--- config.mk ---
export PLATFORM = sky130hd
export DESIGN_NAME = alu_bist_sequencer
export DESIGN_NICKNAME = d
export VERILOG_FILES = /design/src/rtl/alu_bist_sequencer.sv
export SDC_FILE = /design/constraint.sdc
export NUM_CORES = 1
export LEC_CHECK = 0
export CAP_MARGIN = 20
export CORE_UTILIZATION = 60
export DETAILED_ROUTE_END_ITERATION = 16
export DONT_BUFFER_PORTS = 1
export GPL_ROUTABILITY_DRIVEN = 1
export PLACE_DENSITY = 0.85
export SLEW_MARGIN = 25
export SYNTH_ARGS = -nofsm -noshare
export SYNTH_HDL_FRONTEND = slang
export SYNTH_SLANG_ARGS = --single-unit
--- constraint.sdc ---
create_clock -name clk -period 11.7 [get_ports clk]
set_clock_uncertainty 0.05 [all_clocks]
set_input_delay 0.585 -clock clk [delete_from_list [all_inputs] [get_ports clk]]
set_output_delay 0.585 -clock clk [all_outputs]
set_load 0.02 [all_outputs]
--- src/rtl/alu_bist_sequencer.sv ---
// Built-in self-test sequencer for the datapath ALU: drives SrcA/SrcB/ALUControl,
// compares ALUResult/Zero against a golden model and records failures.
module alu_bist_sequencer #(
  parameter int          N_bit   = 32,
  parameter int          N_VEC   = 16,
  parameter logic [7:0]  OP_MASK = 8'b1111_0111,
  parameter logic [31:0] SEED    = 32'hACE1_2468
) (
  input  logic             clk,
  input  logic             rst_n,
  input  logic             start,
  output logic [N_bit-1:0] SrcA,
  output logic [N_bit-1:0] SrcB,
  output logic [2:0]       ALUControl,
  input  logic [N_bit-1:0] ALUResult,
  input  logic             Zero,
  output logic             busy,
  output logic             done,
  output logic             pass,
  output logic [15:0]      fail_count,
  output logic [2:0]       first_fail_op,
  output logic [7:0]       first_fail_idx
);

  localparam logic [31:0]      LFSR_TAPS = 32'h8020_0003;
  localparam logic [7:0]       LAST_IDX  = 8'(N_VEC - 1);
  localparam logic [N_bit-1:0] ONE       = N_bit'(1);
  localparam logic [N_bit-1:0] MSB_ONLY  = {1'b1, {(N_bit-1){1'b0}}};

  typedef enum logic [1:0] {S_IDLE, S_RUN, S_DONE} state_t;

  state_t           r_state, w_state_next;
  logic [N_bit-1:0] r_src_a, r_src_b;
  logic [2:0]       r_op;
  logic [7:0]       r_idx;
  logic [31:0]      r_lfsr;
  logic [15:0]      r_fail_count;
  logic [2:0]       r_first_op;
  logic [7:0]       r_first_idx;

  logic [2:0]       w_first_op, w_next_op;
  logic             w_has_next;
  logic [N_bit-1:0] w_golden;
  logic             w_mismatch;
  logic [31:0]      w_lfsr_step;
  logic             w_last_vec;
  logic [7:0]       w_idx_inc;
  logic             w_start_run;

  function automatic logic [N_bit-1:0] lfsr_low(input logic [31:0] v);
    return v[N_bit-1:0];
  endfunction

  function automatic logic [N_bit-1:0] rotl16_low(input logic [31:0] v);
    logic [31:0] t;
    t = {v[15:0], v[31:16]};
    return t[N_bit-1:0];
  endfunction

  // Lowest enabled op, and the next enabled op above the one currently driven
  always_comb begin
    w_first_op = 3'd0;
    w_next_op  = 3'd0;
    w_has_next = 1'b0;
    for (int k = 7; k >= 0; k--) begin
      if (OP_MASK[k]) w_first_op = 3'(k);
      if (OP_MASK[k] && (k > int'(r_op))) begin
        w_next_op  = 3'(k);
        w_has_next = 1'b1;
      end
    end
  end

  always_comb begin
    w_golden = '0;
    case (r_op)
      3'b000:  w_golden = r_src_a & r_src_b;
      3'b001:  w_golden = r_src_a | r_src_b;
      3'b010:  w_golden = r_src_a + r_src_b;
      3'b100:  w_golden = r_src_a & ~r_src_b;
      3'b101:  w_golden = r_src_a | ~r_src_b;
      3'b110:  w_golden = r_src_a - r_src_b;
      3'b111:  w_golden = {{(N_bit-1){1'b0}}, ($signed(r_src_a) < $signed(r_src_b))};
      default: w_golden = '0;
    endcase
  end

  assign w_mismatch  = (ALUResult != w_golden) || (Zero != (w_golden == '0));
  assign w_lfsr_step = {1'b0, r_lfsr[31:1]} ^ (r_lfsr[0] ? LFSR_TAPS : 32'h0);
  assign w_last_vec  = (r_idx == LAST_IDX);
  assign w_idx_inc   = r_idx + 8'd1;
  assign w_start_run = start && (r_state != S_RUN);

  always_ff @(posedge clk) begin
    if (!rst_n) r_state <= S_IDLE;
    else        r_state <= w_state_next;
  end

  always_comb begin
    w_state_next = r_state;
    busy         = 1'b0;
    done         = 1'b0;
    case (r_state)
      S_IDLE, S_DONE: begin
        done = (r_state == S_DONE);
        if (start) w_state_next = (OP_MASK == 8'd0) ? S_DONE : S_RUN;
      end
      S_RUN: begin
        busy = 1'b1;
        if (w_last_vec && !w_has_next) w_state_next = S_DONE;
      end
      default: w_state_next = S_IDLE;
    endcase
  end

  // Each RUN edge checks the vector on the bus, then presents the following one
  always_ff @(posedge clk) begin
    if (!rst_n) begin
      r_src_a      <= '0;
      r_src_b      <= '0;
      r_op         <= 3'd0;
      r_idx        <= 8'd0;
      r_lfsr       <= 32'd0;
      r_fail_count <= 16'd0;
      r_first_op   <= 3'd0;
      r_first_idx  <= 8'd0;
    end else if (w_start_run) begin
      r_src_a      <= '0;
      r_src_b      <= '0;
      r_op         <= w_first_op;
      r_idx        <= 8'd0;
      r_lfsr       <= SEED;
      r_fail_count <= 16'd0;
      r_first_op   <= 3'd0;
      r_first_idx  <= 8'd0;
    end else if (r_state == S_RUN) begin
      if (w_mismatch) begin
        if (r_fail_count != 16'hFFFF) r_fail_count <= r_fail_count + 16'd1;
        if (r_fail_count == 16'd0) begin
          r_first_op  <= r_op;
          r_first_idx <= r_idx;
        end
      end
      if (w_last_vec) begin
        r_idx   <= 8'd0;
        r_lfsr  <= SEED;
        r_src_a <= '0;
        r_src_b <= '0;
        r_op    <= w_has_next ? w_next_op : 3'd0;
      end else begin
        r_idx <= w_idx_inc;
        case (w_idx_inc)
          8'd1: begin
            r_src_a <= '1;
            r_src_b <= ONE;
          end
          8'd2: begin
            r_src_a <= MSB_ONLY;
            r_src_b <= ONE;
          end
          default: begin
            r_src_a <= lfsr_low(r_lfsr);
            r_src_b <= rotl16_low(r_lfsr);
            r_lfsr  <= w_lfsr_step;
          end
        endcase
      end
    end
  end

  assign SrcA           = r_src_a;
  assign SrcB           = r_src_b;
  assign ALUControl     = r_op;
  assign fail_count     = r_fail_count;
  assign first_fail_op  = r_first_op;
  assign first_fail_idx = r_first_idx;
  assign pass           = done && (r_fail_count == 16'd0);

endmodule
==> results of run 1 <==
-- final cells by class --
class	instances	area share [%]
Clock buffer	17	3.467
Clock inverter	15	1.754
Inverter	72	2.203
Multi-Input combinational cell	1244	67.04
Sequential cell	136	22.21
Tap cell	260	2.651
Timing Repair Buffer	11	0.6731
-- sequential cells by signal (all words and copies together) (netlist names) --
name,flops
SrcB,32
first_fail_idx,8
first_fail_op,3
r_state,2
ALUControl,3
fail_count,16
r_idx,8
r_lfsr,32
SrcA,32
-- through the flow --
step	power, mW	hold slack (ns)	setup WS (ns)	area [sq um]	instances
CTS	1.406	0.2409	5.978	12260	1755
detailed placement	0.8284	0.4180	6.001	11620	1723
global placement	0.8242	0.4064	6.090	11620	1723
floorplan	0.7491	0.3964	7.224	11660	1555
finish	1.420	0.2446	5.834	12270	1755
global route	1.464	0.2282	5.702	12270	1755
-- power by group through the flow --
stage,logic [mW],clock network (mW),registers (mW)
3_3_place_gp,0.300,0,0.524
6_report,0.319,0.584,0.516
2_1_floorplan,0.236,0,0.513
3_5_place_dp,0.304,0,0.525
4_1_cts,0.306,0.584,0.515
5_1_grt,0.342,0.605,0.517
-- cells in the final DEF (no fill, tap or decap), drive strengths merged, types with 8 or more instances in the layout --
cell type  instances
a211o              8
nand3             36
a21o              13
or4               18
maj3              30
nor2              95
nor3              38
nor2b             19
xnor2             36
o21bai            10
nand2b            15
and3              11
or3               27
o211ai            27
dfxtp            136
a211oi            16
o31ai             18
inv               74
a31oi             11
o221a             13
nand4             33
buf               11
a221oi             8
nor4              22
a22oi             20
ha                68
a21oi            155
clkbuf            17
and2              11
o21a               9
and4               8
xor2              46
o21ai             76
mux2i             26
nand2            212
-- worst reg2reg max path: stages (launching register included) --
cell,delay [ns]
dfxtp_1,0.58
inv_1,0.09
ha_1,0.67
a21oi_1,0.22
o21ai_0,0.44
o21ai_0,0.42
and2_1,0.34
a211o_1,0.28
nor3b_1,0.51
xnor2_1,0.13
a211o_1,0.25
nor4_1,0.36
nand4_1,0.22
nor4b_4,0.37
buf_4,0.35
or3_4,0.32
mux2i_1,0.22
-- cells by family after synthesis --
kind of cell,Yosys count,share of synthesized area (%)
flops,136,23.34
compound gates,471,27.56
fa+ha+maj,100,10.21
mux,27,2.328
buf+inv,175,6.350
xor+xnor,82,6.157
simple gates,564,24.06
-- metal layers --
metal | vias up | global-route usage, % | part of all wire (%)
met3 | 156 | 10.02 | 11
li1 | 5571 | - | -
met2 | 782 | 66.47 | 45
met1 | 5833 | 53.28 | 40
met4 | 0 | 18.11 | 4.6
met5 | - | 0 | 0
-- path summary, 6_finish.rpt --
path / from / end / slack (ns) / depth (start not counted)
max: SrcB[5] / first_fail_op[1] / 5.83 / 16
min reg2reg: r_lfsr[25] / r_lfsr[25] / 0.43 / 2
max reg2reg: SrcB[5] / first_fail_op[1] / 5.83 / 16
min: rst_n / r_state[1] / 0.24 / 1
==> flow_summary_export.csv, run 1 <==
group,metric,value,unit
synthesis,syn_avg_cell_area,7.502,sq um
final_layout,synthToLayoutAreaGrowth,5.181,%
placement,hpwl,30950,microns
power_and_ir_drop,p_leak,4.786,nW
floorplanning,initial_utilization,61.74,%
detailed_routing,drtIter0Drc,1642,
grt,grt_pass1_wl,63990,microns
clock_network,clk_pin_slew_worst_paths,0.07,ns
final_layout,layout.nets,1588,
floorplanning,die-area,20000,sq um
grt,grt_pass1_vias,11280,
final_layout,regArea,2725,sq um
power_and_ir_drop,power_switching,473.1,uW
timing,fin_crit_sh,50.14,%
worst_hold_path,hold_path_class,"in -> reg",
timing,maxSlewViolCount,0,
worst_setup_path,required,12.00,ns
clock_network,cts_tree,"built",
power_and_ir_drop,p_per_area,115.7,nW/um^2
worst_setup_path,path_buf_inv,2,
final_layout,fin_util,64.94,%
detailed_routing,wl_per_cell,24.02,microns
detailed_routing,vias,12340,
worst_setup_path,cp.arrival,6.17,ns
timing,finalSetupViolations,0,
synthesis,synth-warning-count,0,
flow_run,max_cap_violations,0,
detailed_routing,wirelength,42150,microns
grt,grt_overflow_total,0,
worst_setup_path,setup.worst_path.end_class,"flip-flop",
detailed_routing,drcViolationCount,0,
worst_setup_path,slowest_stage,"ha_1",
worst_setup_path,startpoint_type,"flip-flop",
final_layout,diodes,0,
synthesis,syn_nets,1661,
clock_network,cts_root_buf,"clkbuf_16",
worst_setup_path,crit_path_max_incr_delay,0.67,ns
synthesis,async_flop_share,0,%
worst_setup_path,crit_chain,"inv_1, ha_1, a21oi_1, o21ai_0, o21ai_0, and2_1, a211o_1, nor3b_1, xnor2_1, a211o_1, nor4_1, nand4_1, nor4b_4, buf_4, or3_4, mux2i_1",
timing,finalHoldViolations,0,
placement,place.gp.congestion,1.023,
clock_network,clockBufferDepth,2,
floorplanning,die_w,141.4,microns
timing,relSlewSlack,34.20,%
synthesis,ys_seq_elements,136,
floorplanning,core,18890,sq um
timing,period_minus_slack,5.866,ns
detailed_routing,firstDrtPassIters,6,
synthesis,synthTopCellsByArea,"dfxtp_1, ha_1, nand2_1",
final_layout,multi_input_area,8225,sq um
clock_network,cts.sinks,136,
clock_network,post_cts_resized,0,
detailed_routing,viasPerCell,7.032,
worst_setup_path,crit_fanout,28,
clock_network,holdBufCountCts,0,
status,outcome,"complete, no violations",
timing,rsz0062_at_grt,"false",
floorplanning,ios,133,
clock_network,clk_latency,0.42,ns
synthesis,ys.flop_type,"dfxtp_1",
floorplanning,die_y,141.4,microns
power_and_ir_drop,switching_share,33.33,%
synthesis,synth_top_cell_area_share,23.34,%
synthesis,synth.most_common_cell,"nand2_1",
grt,grt_max_degree,108,
timing,fmax,0.1705,GHz
timing,setup_tns,0,ns
timing,worst_slew_pin_slew,0.9621,ns
floorplanning,placementRows,50,
final_layout,fillers,1633,
worst_setup_path,cp_top_family,"simple AND/OR/NAND/NOR gates",
synthesis,synth_cell_types,96,
worst_setup_path,criticalPathCategory,"reg -> reg",
power_and_ir_drop,ir_drop,173.6,uV
power_and_ir_drop,pwr-share-seq,36.4,%
grt,grt_use_total,41.55,%
grt,antenna_found_initial,0,
final_layout,drive_above_1_share,6.488,%
synthesis,synth_edf_count,0,
clock_network,cts_buffers,17,
synthesis,syn_area,11660,sq um
synthesis,synth_top_area_cell,"dfxtp_1",
power_and_ir_drop,p_int,946.4,uW
detailed_routing,ant_nets,0,
power_and_ir_drop,clkPwrFrac,41.1,%
placement,port_buffers,0,
synthesis,synth-seq-area-share,23.34,%
synthesis,synth_cells,1555,
synthesis,synth_common_cells,"nand2_1, a21oi_1, dfxtp_1, nor2_1, o21ai_0",
clock_network,htreeDepth,4,
power_and_ir_drop,comb_power_share,22.5,%
clock_network,post_cts_buffers,0,
(Power assumes the default switching activity.)
==> run 2, diff against run 1 <==
- ABC_AREA: default -> 1
- PLACE_DENSITY: 0.85 -> 0.88
- clock period: 11.7 -> 5.2 ns (I/O delays scaled with it)
==> run 2 against run 1 <==
Effect of this change:
- die area is 10% higher
- sequential share of layout area is 2.1 points lower
- sequential power is 130% higher
- synthesized cell count is 50% higher
- global-route usage is 2.2 points higher
- sequential cell count stayed put
- final area is 11% higher
- non-clock buffer count is 17 higher
- register-to-register slack worse by 5.4 ns
- highest routed layer unchanged
==> flow_summary_export.csv, run 2 <==
group,metric,value,unit
power_and_ir_drop,p_per_area,253.0,nW/um^2
synthesis,synth_edf_count,0,
synthesis,synthMuxAreaShare,0,%
synthesis,synth.most_common_cell,"nand2_1",
detailed_routing,drtIter0Drc,1637,
worst_setup_path,setup.worst_path.end_class,"flip-flop",
detailed_routing,drcViolationCount,0,
worst_setup_path,cp.arrival,5.09,ns
floorplanning,ios,133,
final_layout,layout_common_cells,"nand2_1, inv_1, nor2_1",
worst_hold_path,holdPathStages,2,
clock_network,cts.sinks,136,
grt,grt_use_total,43.73,%
synthesis,synth-simple-area-share,43.95,%
synthesis,syn_avg_cell_area,5.511,sq um
final_layout,regArea,2724,sq um
synthesis,syn_area,12860,sq um
worst_setup_path,crit_fanout,21,
final_layout,stdcell_count,2579,
synthesis,ys.flop_type,"dfxtp_1",
worst_setup_path,startpoint_type,"flip-flop",
synthesis,synth_top_family_by_area,"simple AND/OR/NAND/NOR gates",
detailed_routing,wirelength,48160,microns
timing,fmax,0.2083,GHz
clock_network,clk_latency,0.42,ns
synthesis,ys_seq_elements,136,
grt,grt_pass1_wl,73260,microns
clock_network,htreeDepth,4,
final_layout,synthToLayoutAreaGrowth,5.538,%
synthesis,synthAdderAreaFrac,6.929,%
final_layout,drive_above_1_share,4.253,%
worst_setup_path,reg2regPathDepth,26,
power_and_ir_drop,p_leak,7.259,nW
detailed_routing,wl_per_cell,18.67,microns
clock_network,cts_tree,"built",
synthesis,synth-seq-area-share,21.18,%
worst_setup_path,reg2reg_from,"SrcA[0]",
final_layout,final_common_cell,"nand2_1",
worst_setup_path,required,5.49,ns
worst_setup_path,criticalPathCategory,"reg -> reg",
status,outcome,"complete, no violations",
placement,place.gp.congestion,1.046,
timing,finalHoldViolations,0,
floorplanning,core,21020,sq um
final_layout,multi_input_area,8174,sq um
placement,dp_cells,2545,
grt,grt_pass1_vias,13560,
worst_hold_path,holdPathEnd,"r_lfsr[10]",
timing,setup_tns,0,ns
synthesis,async_flop_share,0,%
detailed_routing,firstDrtPassIters,9,
timing,maxSlewViolCount,0,
worst_hold_path,min_from,"rst_n",
timing,worst_slew_pin_slew,1.053,ns
synthesis,synth_top_cell_area_share,24.55,%
clock_network,clk_pin_slew_worst_paths,0.06,ns
worst_hold_path,hold_path_class,"in -> reg",
synthesis,synth_top_area_cell,"nand2_1",
detailed_routing,ant_nets,0,
floorplanning,placementRows,53,
synthesis,synth-warning-count,0,
synthesis,synth-xor-area-share,1.363,%
timing,fin_crit_sh,92.33,%
worst_setup_path,r2r_end,"fail_count[7]",
timing,rsz0062_at_grt,"false",
final_layout,diodes,0,
floorplanning,die_y,148.4,microns
clock_network,clockBufferDepth,2,
synthesis,syn_nets,2439,
placement,hpwl,38120,microns
grt,antenna_found_initial,0,
clock_network,cts_root_buf,"clkbuf_16",
synthesis,synth-compound-area-share,11.20,%
worst_setup_path,ff2ff_setup_slack,0.40,ns
floorplanning,initial_utilization,61.16,%
flow_run,max_cap_violations,0,
detailed_routing,vias,15020,
synthesis,synth_common_cells,"nand2_1, inv_1, nor2_1, nand3_1, a21oi_1",
grt,grt_overflow_total,0,
final_layout,fillers,1983,
floorplanning,die-area,22020,sq um
power_and_ir_drop,ir_drop,398.4,uV
floorplanning,die_w,148.4,microns
detailed_routing,viasPerCell,5.822,
timing,period_minus_slack,4.801,ns
clock_network,cts_buffers,17,
final_layout,layout.nets,2397,
synthesis,synth_cells,2333,
timing,finalSetupViolations,0,
grt,grt_max_degree,76,
synthesis,synth_cell_types,39,
placement,port_buffers,0,
timing,relSlewSlack,29.75,%
synthesis,synthTopCellsByArea,"nand2_1, dfxtp_1, inv_1",
## run 2: cell count changes after synthesis, moves of 27 or more
| cell | previous run | this run |
|---|---|---|
| clkbuf_1 | 62 | 35 |
| inv_1 | 68 | 394 |
| maj3_1 | 30 | 0 |
| nand2_1 | 212 | 841 |
| nand3_1 | 36 | 186 |
| nand4_1 | 33 | 64 |
| nor2_1 | 94 | 201 |
| xnor2_1 | 36 | 9 |
| xor2_1 | 46 | 11 |
## run 2: worst max-delay path by stage
stage | from | endpoint | slack (ns) | cells past startpoint
floorplan | SrcB[0] | fail_count[7] | 2.09 | 25
global placement | SrcA[0] | first_fail_idx[2] | 0.22 | 25
detailed placement | SrcA[0] | first_fail_op[2] | 0.19 | 25
CTS | SrcA[0] | first_fail_op[2] | 0.17 | 25
global route | SrcA[0] | fail_count[5] | 0.19 | 26
finish | SrcA[0] | fail_count[7] | 0.40 | 26
## run 2: cells by family after synthesis
group | count (synthesis)
adder cells (fa/ha/maj) | 70
flip-flops | 136
AO/OA/AOI/OAI | 258
AND/OR/NAND/NOR | 1354
XOR/XNOR | 20
buffers and inverters | 495
## run 2: area by class of cell
type                       count  area share [%]
timing repair buffer          28           1.586
tap                          275           2.536
inverter                     406           11.26
clock buffer                  21           3.394
multi-input combinational   1702           60.25
clock inverter                11          0.9037
sequential                   136           20.08
## run 2: critical path, cell delays in order (launching register included)
cell	delay [ns]
dfxtp_1	0.52
inv_1	0.13
ha_1	0.23
inv_1	0.19
fa_1	0.31
nand3_1	0.12
nand2_1	0.26
nand2_1	0.11
nand2_1	0.15
nand2_1	0.09
nand2_1	0.12
nand2_1	0.09
nand2_1	0.08
nand2_1	0.09
nand3_1	0.11
nand2_1	0.24
nor2_1	0.21
nand3_1	0.12
nor2_1	0.35
nand4_1	0.14
nand2_1	0.10
inv_1	0.06
nand2_4	0.24
nand3_2	0.30
nand2_1	0.13
nand2_1	0.06
nor2_1	0.08
## run 2: per-stage QoR
step	hold slack (ns)	setup WS, ns	area, sq um	total power, mW	utilization, %
floorplan	0.3457	2.094	12860	1.956	-
global placement	0.3515	0.2208	12950	2.217	61.61
detailed placement	0.3590	0.1876	12950	2.231	61.61
CTS	0.004640	0.1672	13550	3.398	64.48
global route	0.05823	0.1934	13570	3.605	64.54
finish	0.04350	0.3989	13570	3.433	64.54
## run 2: what timing repair did
item                       4_1_cts  5_1_grt
setup endpoints to repair        0       12
hold endpoints to repair         9        0
hold buffers                     2        0
gates resized for setup          0        2
buffers inserted                 0        0
## run 2: where the power goes
group | switching, mW | internal (mW)
Combinational | 0.757 | 0.307
Clock | 0.451 | 0.731
Sequential | 0.102 | 1.09
Total | 1.31 | 2.12
## run 2: layer usage
layer	vias to the layer above	GRT usage, %	share of wire, %
met4	0	24.43	6.3
met5	-	0	0
li1	7200	-	-
met3	193	7.239	9.9
met2	869	70.21	44
met1	6753	55.66	40
==> run 3, diff against run 2 <==
--- a/config.mk
+++ b/config.mk
@@ -12,4 +12,5 @@
 export DONT_BUFFER_PORTS = 1
 export GPL_ROUTABILITY_DRIVEN = 1
+export GPL_TIMING_DRIVEN = 0
 export PLACE_DENSITY = 0.88
 export SLEW_MARGIN = 25
--- a/constraint.sdc
+++ b/constraint.sdc
@@ -3,3 +3,3 @@
 set_input_delay 0.26 -clock clk [delete_from_list [all_inputs] [get_ports clk]]
 set_output_delay 0.26 -clock clk [all_outputs]
-set_load 0.02 [all_outputs]
+set_load 0.01 [all_outputs]
==> run 3 against run 2 <==
Effect of this change:
- routed wire length is 2.4% higher
- clock-buffer cell count is 3 lower
- highest routed layer unchanged
- fmax is 5.2% higher
- total power is 2.4% higher
- critical path type unchanged
- critical path depth stayed put
==> flow_summary_export.csv, run 3 (same netlist as run 2, synthesis figures left out) <==
group,metric,value,unit
worst_setup_path,crit_path_frequent_cell,"nand2_1",
final_layout,fillers,2038,
floorplanning,core,21020,sq um
clock_network,cts_root_buf,"clkbuf_16",
power_and_ir_drop,ir_drop,307.0,uV
timing,holdWs,0.02787,ns
worst_setup_path,path_buf_inv,4,
floorplanning,placementRows,53,
timing,rsz0062_at_grt,"false",
detailed_routing,drcViolationCount,0,
clock_network,cts_tree,"built",
worst_setup_path,crit_path_max_incr_delay,0.46,ns
grt,antenna_found_initial,0,
grt,grt_max_degree,17,
timing,fin_crit_sh,87.78,%
placement,hpwl,40080,microns
timing,period_minus_slack,4.564,ns
final_layout,synthToLayoutAreaGrowth,7.591,%
timing,setup_tns,0,ns
final_layout,diodes,0,
worst_setup_path,criticalPathCategory,"reg -> reg",
timing,relSlewSlack,44.15,%
worst_setup_path,crit_fanout,10,
clock_network,clk_pin_slew_worst_paths,0.06,ns
worst_setup_path,cp.arrival,4.84,ns
flow_run,max_cap_violations,0,
final_layout,final_common_cell,"nand2_1",
clock_network,cts_buffers,17,
final_layout,layout_common_cells,"nand2_1, inv_1, nor2_1",
floorplanning,die-area,22020,sq um
timing,timing.final.ws_setup,0.6356,ns
grt,grt_pass1_wl,75110,microns
detailed_routing,ant_nets,0,
grt,grt_pass1_vias,14180,
timing,fmax,0.2191,GHz
grt,grt_overflow_total,0,
detailed_routing,viasPerCell,5.803,
clock_network,clockBufferDepth,2,
timing,finalSetupViolations,0,
worst_setup_path,slowest_stage,"dfxtp_1",
final_layout,layout.nets,2460,
clock_network,htreeDepth,4,
power_and_ir_drop,p_leak,7.354,nW
timing,maxSlewViolCount,0,
clock_network,post_cts_buffers,0,
placement,dp_cells,2608,
floorplanning,die_y,148.4,microns
worst_setup_path,setup.worst_path.end_class,"flip-flop",
final_layout,fin_util,65.80,%
status,outcome,"complete, no violations",
timing,finalHoldViolations,0,
final_layout,drive_above_1_share,4.985,%
detailed_routing,drtIter0Drc,1462,
detailed_routing,firstDrtPassIters,6,
floorplanning,die_w,148.4,microns
grt,grt_use_total,45.09,%
placement,pre_cts_ws,0.8134,ns
clock_network,clk_latency,0.43,ns
detailed_routing,vias,15330,
detailed_routing,wl_per_cell,18.67,microns
floorplanning,ios,133,
placement,port_buffers,0,
final_layout,stdcell_count,2642,
timing,worst_slew_pin_slew,0.8378,ns
worst_setup_path,required,5.47,ns
floorplanning,initial_utilization,61.16,%
detailed_routing,wirelength,49330,microns
worst_setup_path,cp_top_family,"simple AND/OR/NAND/NOR gates",
placement,place.gp.congestion,1.054,
worst_hold_path,hold_path_class,"in -> reg",
clock_network,cts.sinks,136,
power_and_ir_drop,p_per_area,254.3,nW/um^2
worst_setup_path,startpoint_type,"flip-flop",
-- run 3: per-layer routing --
metal	wire, microns	global-route usage [%]
met5	0	0
met4	3696	30.10
met3	5277	9.233
met2	22440	75.70
met1	17920	51.80
-- run 3: final cells by class --
| cell class | count | area [sq um] | share of cell area [%] |
|---|---|---|---|
| Buffer | 89 | 450.4 | 3.256 |
| Clock buffer | 18 | 439.2 | 3.175 |
| Clock inverter | 14 | 172.7 | 1.248 |
| Inverter | 406 | 1526 | 11.04 |
| Multi-Input combinational cell | 1702 | 8157 | 58.97 |
| Sequential cell | 136 | 2723 | 19.68 |
| Tap cell | 275 | 344.1 | 2.488 |
| Timing Repair Buffer | 2 | 20.02 | 0.1447 |
-- run 3: report_power, final --
group | leakage (nW) | internal, mW | switching (mW) | total, mW
registers | 1.10 | 1.09 | 0.0880 | 1.17
logic | 5.95 | 0.318 | 0.772 | 1.09
clock network | 0.297 | 0.770 | 0.484 | 1.25
total | 7.35 | 2.17 | 1.34 | 3.52
-- run 3: final timing paths --
check	cells after the start	to	startpoint	slack [ns]
worst max-delay path	26	first_fail_op[2]	SrcA[0]	0.64
worst min-delay path	3	r_state[1]	start	0.03
worst max register to register	26	first_fail_op[2]	SrcA[0]	0.64
worst min register to register	2	r_lfsr[13]	r_lfsr[13]	0.43
-- run 3: what timing repair did --
item | CTS | global route
setup endpoints to repair | 0 | 0
hold buffers | 2 | 0
hold endpoints to repair | 9 | 0
resized for setup | 0 | 0
-- run 3: per-stage QoR --
stage	power [mW]	instance area [sq um]
global route	3.681	13830
finish	3.517	13830
global placement	2.214	13200
detailed placement	2.238	13200
CTS	3.460	13830
floorplan	1.934	12860
-- run 3: worst min-delay path, delay by kind of cell --
| family | cells | cell delay, ns |
|---|---|---|
| simple gates | 1 | 0.07 |
| buf+inv | 1 | 0.06 |
| compound gates | 1 | 0.06 |
